[config.mk]
export PLATFORM = sky130hd
export DESIGN_NAME = fft_bin_integrator
export DESIGN_NICKNAME = d
export VERILOG_FILES = /design/src/rtl/fft_integ_pkg.sv /design/src/rtl/bin_acc_ram.sv /design/src/rtl/fft_bin_integrator.sv
export SDC_FILE = /design/constraint.sdc
export NUM_CORES = 1
export LEC_CHECK = 0
export BUFFER_PORTS_ARGS = -buffer_cell sky130_fd_sc_hd__buf_2
export CAP_MARGIN = 20
export CELL_PAD_IN_SITES_DETAIL_PLACEMENT = 1
export CELL_PAD_IN_SITES_GLOBAL_PLACEMENT = 1
export CORE_MARGIN = 4
export CORE_UTILIZATION = 50
export DETAILED_ROUTE_END_ITERATION = 16
export PLACE_DENSITY = 0.84
export REMOVE_ABC_BUFFERS = 1
export SYNTH_ARGS = -nofsm -noshare
export SYNTH_HDL_FRONTEND = slang
export SYNTH_SLANG_ARGS = --single-unit
[constraint.sdc]
create_clock -name clk -period 5.27 [get_ports clk]
set_input_delay 0 -clock clk [delete_from_list [all_inputs] [get_ports clk]]
set_output_delay 0 -clock clk [all_outputs]
set_load 0.01 [all_outputs]
[src/rtl/fft_integ_pkg.sv]
// Shared types and helpers for the FFT bin integrator: FSM state encoding,
// the per-integration configuration record and the averaging-depth clamp.
package fft_integ_pkg;

  localparam int CFG_K_W = 8;

  typedef enum logic {
    IDLE  = 1'b0,
    ACCUM = 1'b1
  } state_t;

  typedef struct packed {
    logic [CFG_K_W-1:0] log2_avgs;
    logic               mean;
  } cfg_t;

  // Limit the requested averaging depth to the largest depth the datapath supports.
  function automatic logic [CFG_K_W-1:0] sat_k(input logic [CFG_K_W-1:0] k,
                                               input logic [CFG_K_W-1:0] max_k);
    return (k > max_k) ? max_k : k;
  endfunction

endpackage

[src/rtl/bin_acc_ram.sv]
// Per-bin accumulator storage: BINS words of WIDTH bits with one asynchronous
// read port and one synchronous write port sharing a single address.
module bin_acc_ram #(
  parameter int BINS  = 4,
  parameter int WIDTH = 32
) (
  input  logic                    clk,
  input  logic                    we,
  input  logic [$clog2(BINS)-1:0] addr,
  input  logic [WIDTH-1:0]        wdata,
  output logic [WIDTH-1:0]        rdata
);

  logic [WIDTH-1:0] mem [BINS];

  // Write the updated running sum for the addressed bin.
  // NOTE: the array has no reset; the first frame of every integration
  // overwrites each word, so stale contents are never observed.
  always_ff @(posedge clk) begin
    if (we) mem[addr] <= wdata;
  end

  assign rdata = mem[addr];

endmodule

[src/rtl/fft_bin_integrator.sv]
// Integrates a streaming FFT frame of BINS signed bins over 2^k frames and
// emits each bin's sum (or arithmetic-shift mean) one cycle after that bin's
// final-frame beat, back to back with the next integration.
module fft_bin_integrator
  import fft_integ_pkg::*;
#(
  parameter int BINS          = 4,
  parameter int N             = 16,
  parameter int SUM_WIDTH     = 32,
  parameter int MAX_LOG2_AVGS = 10
) (
  input  logic                               clk,
  input  logic                               areset,
  input  logic                               enable,
  input  logic [$clog2(MAX_LOG2_AVGS+1)-1:0] cfg_log2_avgs,
  input  logic                               cfg_mean,
  input  logic                               in_valid,
  input  logic [N-1:0]                       in_data,
  input  logic                               in_last,
  output logic                               out_valid,
  output logic [SUM_WIDTH-1:0]               out_data,
  output logic [$clog2(BINS)-1:0]            out_bin,
  output logic                               out_last,
  output logic                               frame_err,
  output logic                               busy
);

  localparam int BW = $clog2(BINS);
  localparam int FW = (MAX_LOG2_AVGS > 0) ? MAX_LOG2_AVGS : 1;
  localparam logic [BW-1:0] LAST_BIN = BW'(BINS - 1);

  if (SUM_WIDTH < N + MAX_LOG2_AVGS) begin : g_width_check
    $error("fft_bin_integrator: SUM_WIDTH must be at least N + MAX_LOG2_AVGS");
  end

  state_t                      state_q, state_d;
  cfg_t                        cfg_q, cfg_new;
  logic [BW-1:0]               bin_idx;
  logic [FW-1:0]               frame_cnt, frame_max;
  logic signed [SUM_WIDTH-1:0] acc_rd, sample, base, sum, result;
  logic                        beat, bad_frame, good_beat, final_frame, int_done;

  assign cfg_new = '{log2_avgs: sat_k(CFG_K_W'(cfg_log2_avgs), CFG_K_W'(MAX_LOG2_AVGS)),
                     mean:      cfg_mean};
  assign busy    = (state_q == ACCUM);

  // Classify the current beat and decide the next FSM state.
  // NOTE: every signal written here gets a value before any branch, so no
  // path leaves one unassigned and no latch is inferred.
  always_comb begin
    beat        = (state_q == ACCUM) && in_valid;
    bad_frame   = beat && (in_last != (bin_idx == LAST_BIN));
    good_beat   = beat && !bad_frame;
    frame_max   = FW'((64'd1 << cfg_q.log2_avgs) - 64'd1);
    final_frame = (frame_cnt == frame_max);
    int_done    = good_beat && in_last && final_frame;
    state_d     = state_q;
    case (state_q)
      IDLE:    if (enable) state_d = ACCUM;
      ACCUM:   if (int_done && !enable) state_d = IDLE;
      default: state_d = IDLE;
    endcase
  end

  // Running-sum update: frame 0 overwrites the stored value, later frames add.
  always_comb begin
    sample = SUM_WIDTH'($signed(in_data));
    base   = (frame_cnt == '0) ? '0 : acc_rd;
    sum    = base + sample;
    result = cfg_q.mean ? (sum >>> cfg_q.log2_avgs) : sum;
  end

  bin_acc_ram #(
    .BINS  (BINS),
    .WIDTH (SUM_WIDTH)
  ) u_ram (
    .clk   (clk),
    .we    (good_beat),
    .addr  (bin_idx),
    .wdata (sum),
    .rdata (acc_rd)
  );

  // FSM state register.
  // NOTE: clocked state uses non-blocking assignments so every register
  // samples pre-edge values regardless of block ordering.
  always_ff @(posedge clk or posedge areset) begin
    if (areset) state_q <= IDLE;
    else        state_q <= state_d;
  end

  // Counters, configuration latch and the registered result/error outputs.
  always_ff @(posedge clk or posedge areset) begin
    if (areset) begin
      cfg_q     <= '0;
      bin_idx   <= '0;
      frame_cnt <= '0;
      out_valid <= 1'b0;
      out_data  <= '0;
      out_bin   <= '0;
      out_last  <= 1'b0;
      frame_err <= 1'b0;
    end else begin
      out_valid <= 1'b0;
      out_last  <= 1'b0;
      frame_err <= 1'b0;
      if (state_q == IDLE && enable) begin
        cfg_q     <= cfg_new;
        bin_idx   <= '0;
        frame_cnt <= '0;
      end
      if (bad_frame) begin
        frame_err <= 1'b1;
        bin_idx   <= '0;
        frame_cnt <= '0;
        cfg_q     <= cfg_new;
      end else if (good_beat) begin
        bin_idx <= in_last ? '0 : bin_idx + 1'b1;
        if (in_last) frame_cnt <= final_frame ? '0 : frame_cnt + 1'b1;
        if (int_done) cfg_q <= cfg_new;
        if (final_frame) begin
          out_valid <= 1'b1;
          out_data  <= result;
          out_bin   <= bin_idx;
          out_last  <= in_last;
        end
      end
    end
  end

endmodule

==> metrics, run 1 <==
status finished clean; skew final 0.0173 ns; Async S/R FF share, synth 31.6%; latest clock arrival within the worst-skew pair 0.47 ns; Nets 1483; synth unique cells 101; antenna violations before repair 0; Initial Utilization 51.4%; Yosys top cell area share 29.4%; Final ANT Viol Nets 0; core footprint 25500 µm²; placed cells 1711; # IOs 64; post-detail-place hpwl 35900 µm; syn avg cell area 10.0 µm²; placed cell area 14100 µm²; Top FF cell, synth edfxtp_1; total clock sinks 187; leading area contributor after synthesis edfxtp_1; PortBufs 63; Mapped Cells 1308; GRT Total Usage 35.0%; Least-Margin Pin Slew 1.18 ns; die width 170 µm; Slew HR 21.0%; Routability Congestion 1.01; Clock Path Buffers 2; vias in the first global route 12800; Die Ht 170 µm; Max VDD drop 0.000213 V; Yosys reg bits 187; Final Cell Area 15100 µm²; crit path time final 5.25 ns; count of pins over their slew limit 0; Placement Rows 58; Fin Setup TNS 0 ns; via count 12700; Pwr Density 329 nW/µm²; die area 28800 µm²; detailed-route wire length 52300 µm; H-tree depth 4; Final Cycle Share 99.7%; CTS tree done; cts bufs inserted 17; Post-route DRC 0; Yosys Warn Count 0; dominant cells by area after synthesis edfxtp_1, dfrtp_1, mux4_2; Routed WL per cell 29.7 µm; clk slew on worst S/H paths 0.09 ns; synth cell count leaders edfxtp_1, nor2_1, nand2_1; Critical Path Start frame_cnt[7]$_DFF_PP0_; total power 4960 µW; top-count cell post-synth edfxtp_1; max frequency 0.190 GHz; Worst EP required 5.65 ns; critical path peak fanout 16; first-pass GRT wire length 77700 µm; Min-Delay Path Class in -> reg; share of layout cells above drive strength 1 22.9%; synthesized area 13100 µm²; vias per cell 7.22; final cell count without fillers 1761; leak pwr 0.00597 µW; grt ovf 0; initial detailed-routing violation count 1660; hold_sp in_data[0]; pin count of the biggest net entering global routing 60; endpoints failing setup 0; area delta synth->final 15.5%; critical path arrival 5.63 ns; type of origin of the critical path flop; CP Class reg -> reg; final hold violations 0; Antenna diodes 0; Post-synth EDFFs 128; r2r startpoint frame_cnt[7]$_DFF_PP0_; DR pass1 iterations 5; max_cap viols 0; sequential-to-total area share from yosys stat 40.7%; critical path endpoint category flop; Root Buffer clkbuf_16
==> state kept, by name (all words and copies together) (netlist names), 2 cells and up <==
register	flops
bin_idx	2
out_bin	2
u_ram.mem	128
frame_cnt	10
cfg_q	9
out_data	32
==> layer usage <==
metal | wire (µm) | track usage [%] | part of all wire [%] | vias up
li1 | - | - | - | 5304
met1 | 20400 | 46.9 | 39 | 6339
met2 | 24300 | 56.3 | 46 | 863
met3 | 5210 | 7.22 | 10 | 206
met4 | 2460 | 13.4 | 4.7 | 0
met5 | 0 | 0 | 0 | -
==> cell type report <==
class | count | area (µm²)
well taps | 330 | 413
clock buffers | 17 | 425
multi-input cells | 1007 | 7320
fillers | 2803 | 10400
clock inverters | 15 | 230
repair buffers | 179 | 1290
inverters | 26 | 101
flip-flops and latches | 187 | 5320
==> timing repair <==
action                                  4_1_cts  5_1_grt
buffers inserted                              0        7
pin swaps                                     0        4
cloned                                        0        1
endpoints found under the setup margin        1       27
endpoints found under the hold margin        68        0
hold buffers                                 10        0
resized for setup                             1       35
==> critical path: stages, from the launching register on <==
cell      delay (ns)
dfrtp_1         0.44
nor4_1          0.29
nand2_1         0.19
nor4_4          0.24
buf_4           0.19
buf_12          0.16
nor2b_1         0.07
ha_1            0.47
nand2_1         0.26
buf_4           0.21
nor4_1          0.53
a32oi_4         0.13
and4_1          0.27
nor2_1          0.35
buf_4           0.21
a22oi_1         0.09
o221ai_1        0.22
a31oi_1         0.07
buf_4           0.18
o311a_2         0.34
a221oi_2        0.22
==> through the flow <==
| stage | hold slack [ns] | util [%] | setup WS [ns] |
|---|---|---|---|
| after floorplan | 0.0923 | - | -1.09 |
| after global placement | 0.196 | 55.3 | 0.236 |
| after detailed placement | 0.197 | 55.3 | 0.101 |
| after CTS | 0.00277 | 58.3 | 0.0757 |
| after global routing | 0.0267 | 59.3 | -0.200 |
| final | 0.00659 | 59.3 | 0.0172 |
==> layout by cell type, fill, tap and decap left out, drive strengths merged, types with 14 or more instances in the layout <==
cell,netlist,routed
a22oi,15,15
xnor2,17,17
nand4,17,17
or3,14,14
clkbuf,69,18
dfrtp,59,59
edfxtp,128,128
and3,21,21
mux2i,19,19
o221ai,14,14
inv,22,34
a31oi,20,20
ha,38,38
o211ai,19,19
a21o,20,20
nor2,117,117
nand2,107,107
mux4,35,35
o21ai,82,82
nor4,23,23
nor3,45,45
nor2b,34,34
nand3,32,32
a211oi,28,28
buf,19,168
a21oi,89,89
==> worst paths after layout <==
path / depth (start not counted) / slack [ns] / end
max: 20 / 0.02 / out_data[3]$_DFFE_PP0P_
min: 2 / 0.007 / u_ram.mem[3][0]$_DFFE_PP_
max reg2reg: 20 / 0.02 / out_data[3]$_DFFE_PP0P_
min reg2reg: 2 / 0.50 / out_bin[1]$_DFFE_PP0P_
max in group asynchronous: 4 / 4.35 / bin_idx[0]$_DFFE_PP0P_
min in group asynchronous: 4 / 0.30 / out_data[16]$_DFFE_PP0P_
==> cells by family after synthesis <==
family,after synthesis,synth area share (%)
AND/OR/NAND/NOR,465,18.4
AO/OA/AOI/OAI,407,21.8
flip-flops,187,40.7
buffers and inverters,114,4.82
multiplexers,67,8.60
adder cells (fa/ha/maj),39,3.79
XOR/XNOR,29,1.94
==> where the power goes <==
group / total, µW / internal (µW) / switching (µW)
Combinational: 1800 / 648 / 1160
Clock: 1460 / 684 / 778
Sequential: 1700 / 1670 / 26.9
Total: 4960 / 3000 / 1960
(Power assumes the default switching activity.)
==> run 2, diff against run 1 <==
==> constraint.sdc (replaced) <==
create_clock -name clk -period 5.61 [get_ports clk]
set_input_delay 0 -clock clk [delete_from_list [all_inputs] [get_ports clk]]
set_output_delay 0 -clock clk [all_outputs]
set_load 0.01 [all_outputs]
==> run 2 against run 1 <==
Compared with the run above: combinational power decreased by 12%; global-route usage decreased by 0.77 points; critical path depth decreased by 2; clock skew increased by 0.00064 ns; largest cell class unchanged.
==> metrics, run 2 (synthesis results as in run 1) <==
final hold violations 0; max frequency 0.186 GHz; Layout fillers 2812; Least-Margin Pin Slew 0.974 ns; depth of the most critical reg-to-reg path 18; CP bufs+invs 3; Initial Utilization 51.4%; status finished clean; Routability Congestion 1.03; core footprint 25500 µm²; critical path depth in cells 18; crit path time final 5.36 ns; type of origin of the critical path flop; PortBufs 63; Critical Path Start frame_cnt[6]$_DFF_PP0_; CTS tree done; via count 12300; Post-route DRC 0; area of the multi-input gates 7230 µm²; die area 28800 µm²; worst setup path end out_data[9]$_DFFE_PP0P_; commonest non-fill, non-tap cell in the layout edfxtp_1; first-pass GRT wire length 76100 µm; cts bufs inserted 17; register area 5320 µm²; hold_sp in_data[0]; Most flops, register u_ram.mem; detailed-route wire length 49700 µm; Worst EP required 5.95 ns; placed cell area 13700 µm²; post-detail-place hpwl 34700 µm; grt ovf 0; most frequent cells in the layout edfxtp_1, nor2_1, nand2_1; Final Cell Area 14600 µm²; Antenna diodes 0; hold_ws 0.0181 ns; Max VDD drop 0.000222 V; critical path endpoint category flop; slowest stage cell on the critical path a21oi_1; pin count of the biggest net entering global routing 60; count of pins over their slew limit 0; endpoints failing setup 0; Die Ht 170 µm; GRT Total Usage 34.3%; Post-CTS Setup Bufs 0; die width 170 µm; critical path arrival 5.70 ns; Crit path largest cell delay 0.58 ns; max_cap viols 0; vias per cell 7.19; Routed WL per cell 29.0 µm; share of layout cells above drive strength 1 19.1%; Min-Delay Path Class in -> reg; Pwr Density 312 nW/µm²; vias in the first global route 12500; skew final 0.0179 ns; critical path peak fanout 27; antenna violations before repair 0; unrepaired setup endpoints after global routing yes; R2R setup slack 0.25 ns; total clock sinks 187; Nets 1434; # IOs 64; initial detailed-routing violation count 1397; clk slew on worst S/H paths 0.09 ns; H-tree depth 4; Largest register FFs 128; Placement Rows 58; top flop regs u_ram.mem: 128 flops, out_data: 32 flops, frame_cnt: 10 flops; Final Cycle Share 95.6%; Root Buffer clkbuf_16; family with the most delay on the worst path compound AO/OA/AOI/OAI gates; Clock Path Buffers 2; CP Class reg -> reg; area delta synth->final 11.5%; DR pass1 iterations 6; Slew HR 34.6%; RR Endpoint out_data[9]$_DFFE_PP0P_; r2r startpoint frame_cnt[6]$_DFF_PP0_; Final ANT Viol Nets 0; leak pwr 0.00569 µW; latest clock arrival within the worst-skew pair 0.46 ns; CP Cell Sequence nor4_1 > nand2_1 > nor4_2 > buf_4 > buf_4 > nor2b_1 > ha_1 > nand2_1 > a211oi_2 > nand3_1 > a211o_1 > nand3_1 > and2_1 > clkinv_1 > a21oi_1 > o31ai_1 > a31oi_1 > o21ai_0
## run 2: changes by cell type in the layout (fill, tap and decap cells not counted), sizes merged
cell	change
dlymetal6s2s	+1
clkinv	+3
inv	-2
clkinvlp	-1
dlygate4sd3	+1
buf	-50
clkbuf	-1
## run 2: layer usage
metal | wire (µm) | GRT usage [%] | vias to the layer above
li1 | - | - | 5225
met1 | 19200 | 45.5 | 6086
met2 | 22500 | 53.4 | 820
met3 | 5400 | 8.25 | 184
met4 | 2590 | 15.7 | 0
met5 | 0 | 0 | -
## run 2: what timing repair did
item,in CTS,in global routing
endpoints found under the setup margin,1,21
hold buffers,11,0
pin swaps,0,0
resized for setup,2,18
hold endpoints to repair,68,0
## run 2: report_power, final
part / internal [µW] / switching (µW)
sequential: 1570 / 41.6
clock: 636 / 719
combinational: 555 / 1030
## run 2: area by class of cell
class | count | area share (%)
Clock buffer | 17 | 2.92
Clock inverter | 15 | 1.56
Tap cell | 330 | 2.83
Sequential cell | 187 | 36.5
Timing Repair Buffer | 130 | 6.00
Inverter | 26 | 0.669
Multi-Input combinational cell | 1007 | 49.5
## run 2: worst min-delay path by stage
stage	end	cells past startpoint	slack, ns
2_1_floorplan	busy$_DFF_PP0_	1	0.09
3_3_place_gp	busy$_DFF_PP0_	2	0.20
3_5_place_dp	busy$_DFF_PP0_	2	0.21
4_1_cts	u_ram.mem[0][0]$_DFFE_PP_	2	0.01
5_1_grt	u_ram.mem[2][0]$_DFFE_PP_	2	0.03
6_report	u_ram.mem[1][0]$_DFFE_PP_	2	0.02
## run 2: stage by stage
step,utilization (%),setup TNS (ns),setup WS [ns],std cells,total power (µW)
2_1_floorplan,-,-17.27,-0.747,1220,2580
3_3_place_gp,53.9,0,0.249,1668,3080
3_5_place_dp,53.9,0,0.125,1668,3130
4_1_cts,56.9,0,0.0840,1711,4480
5_1_grt,57.3,-0.0254,-0.0194,1712,4690
6_report,57.3,0,0.247,1712,4550
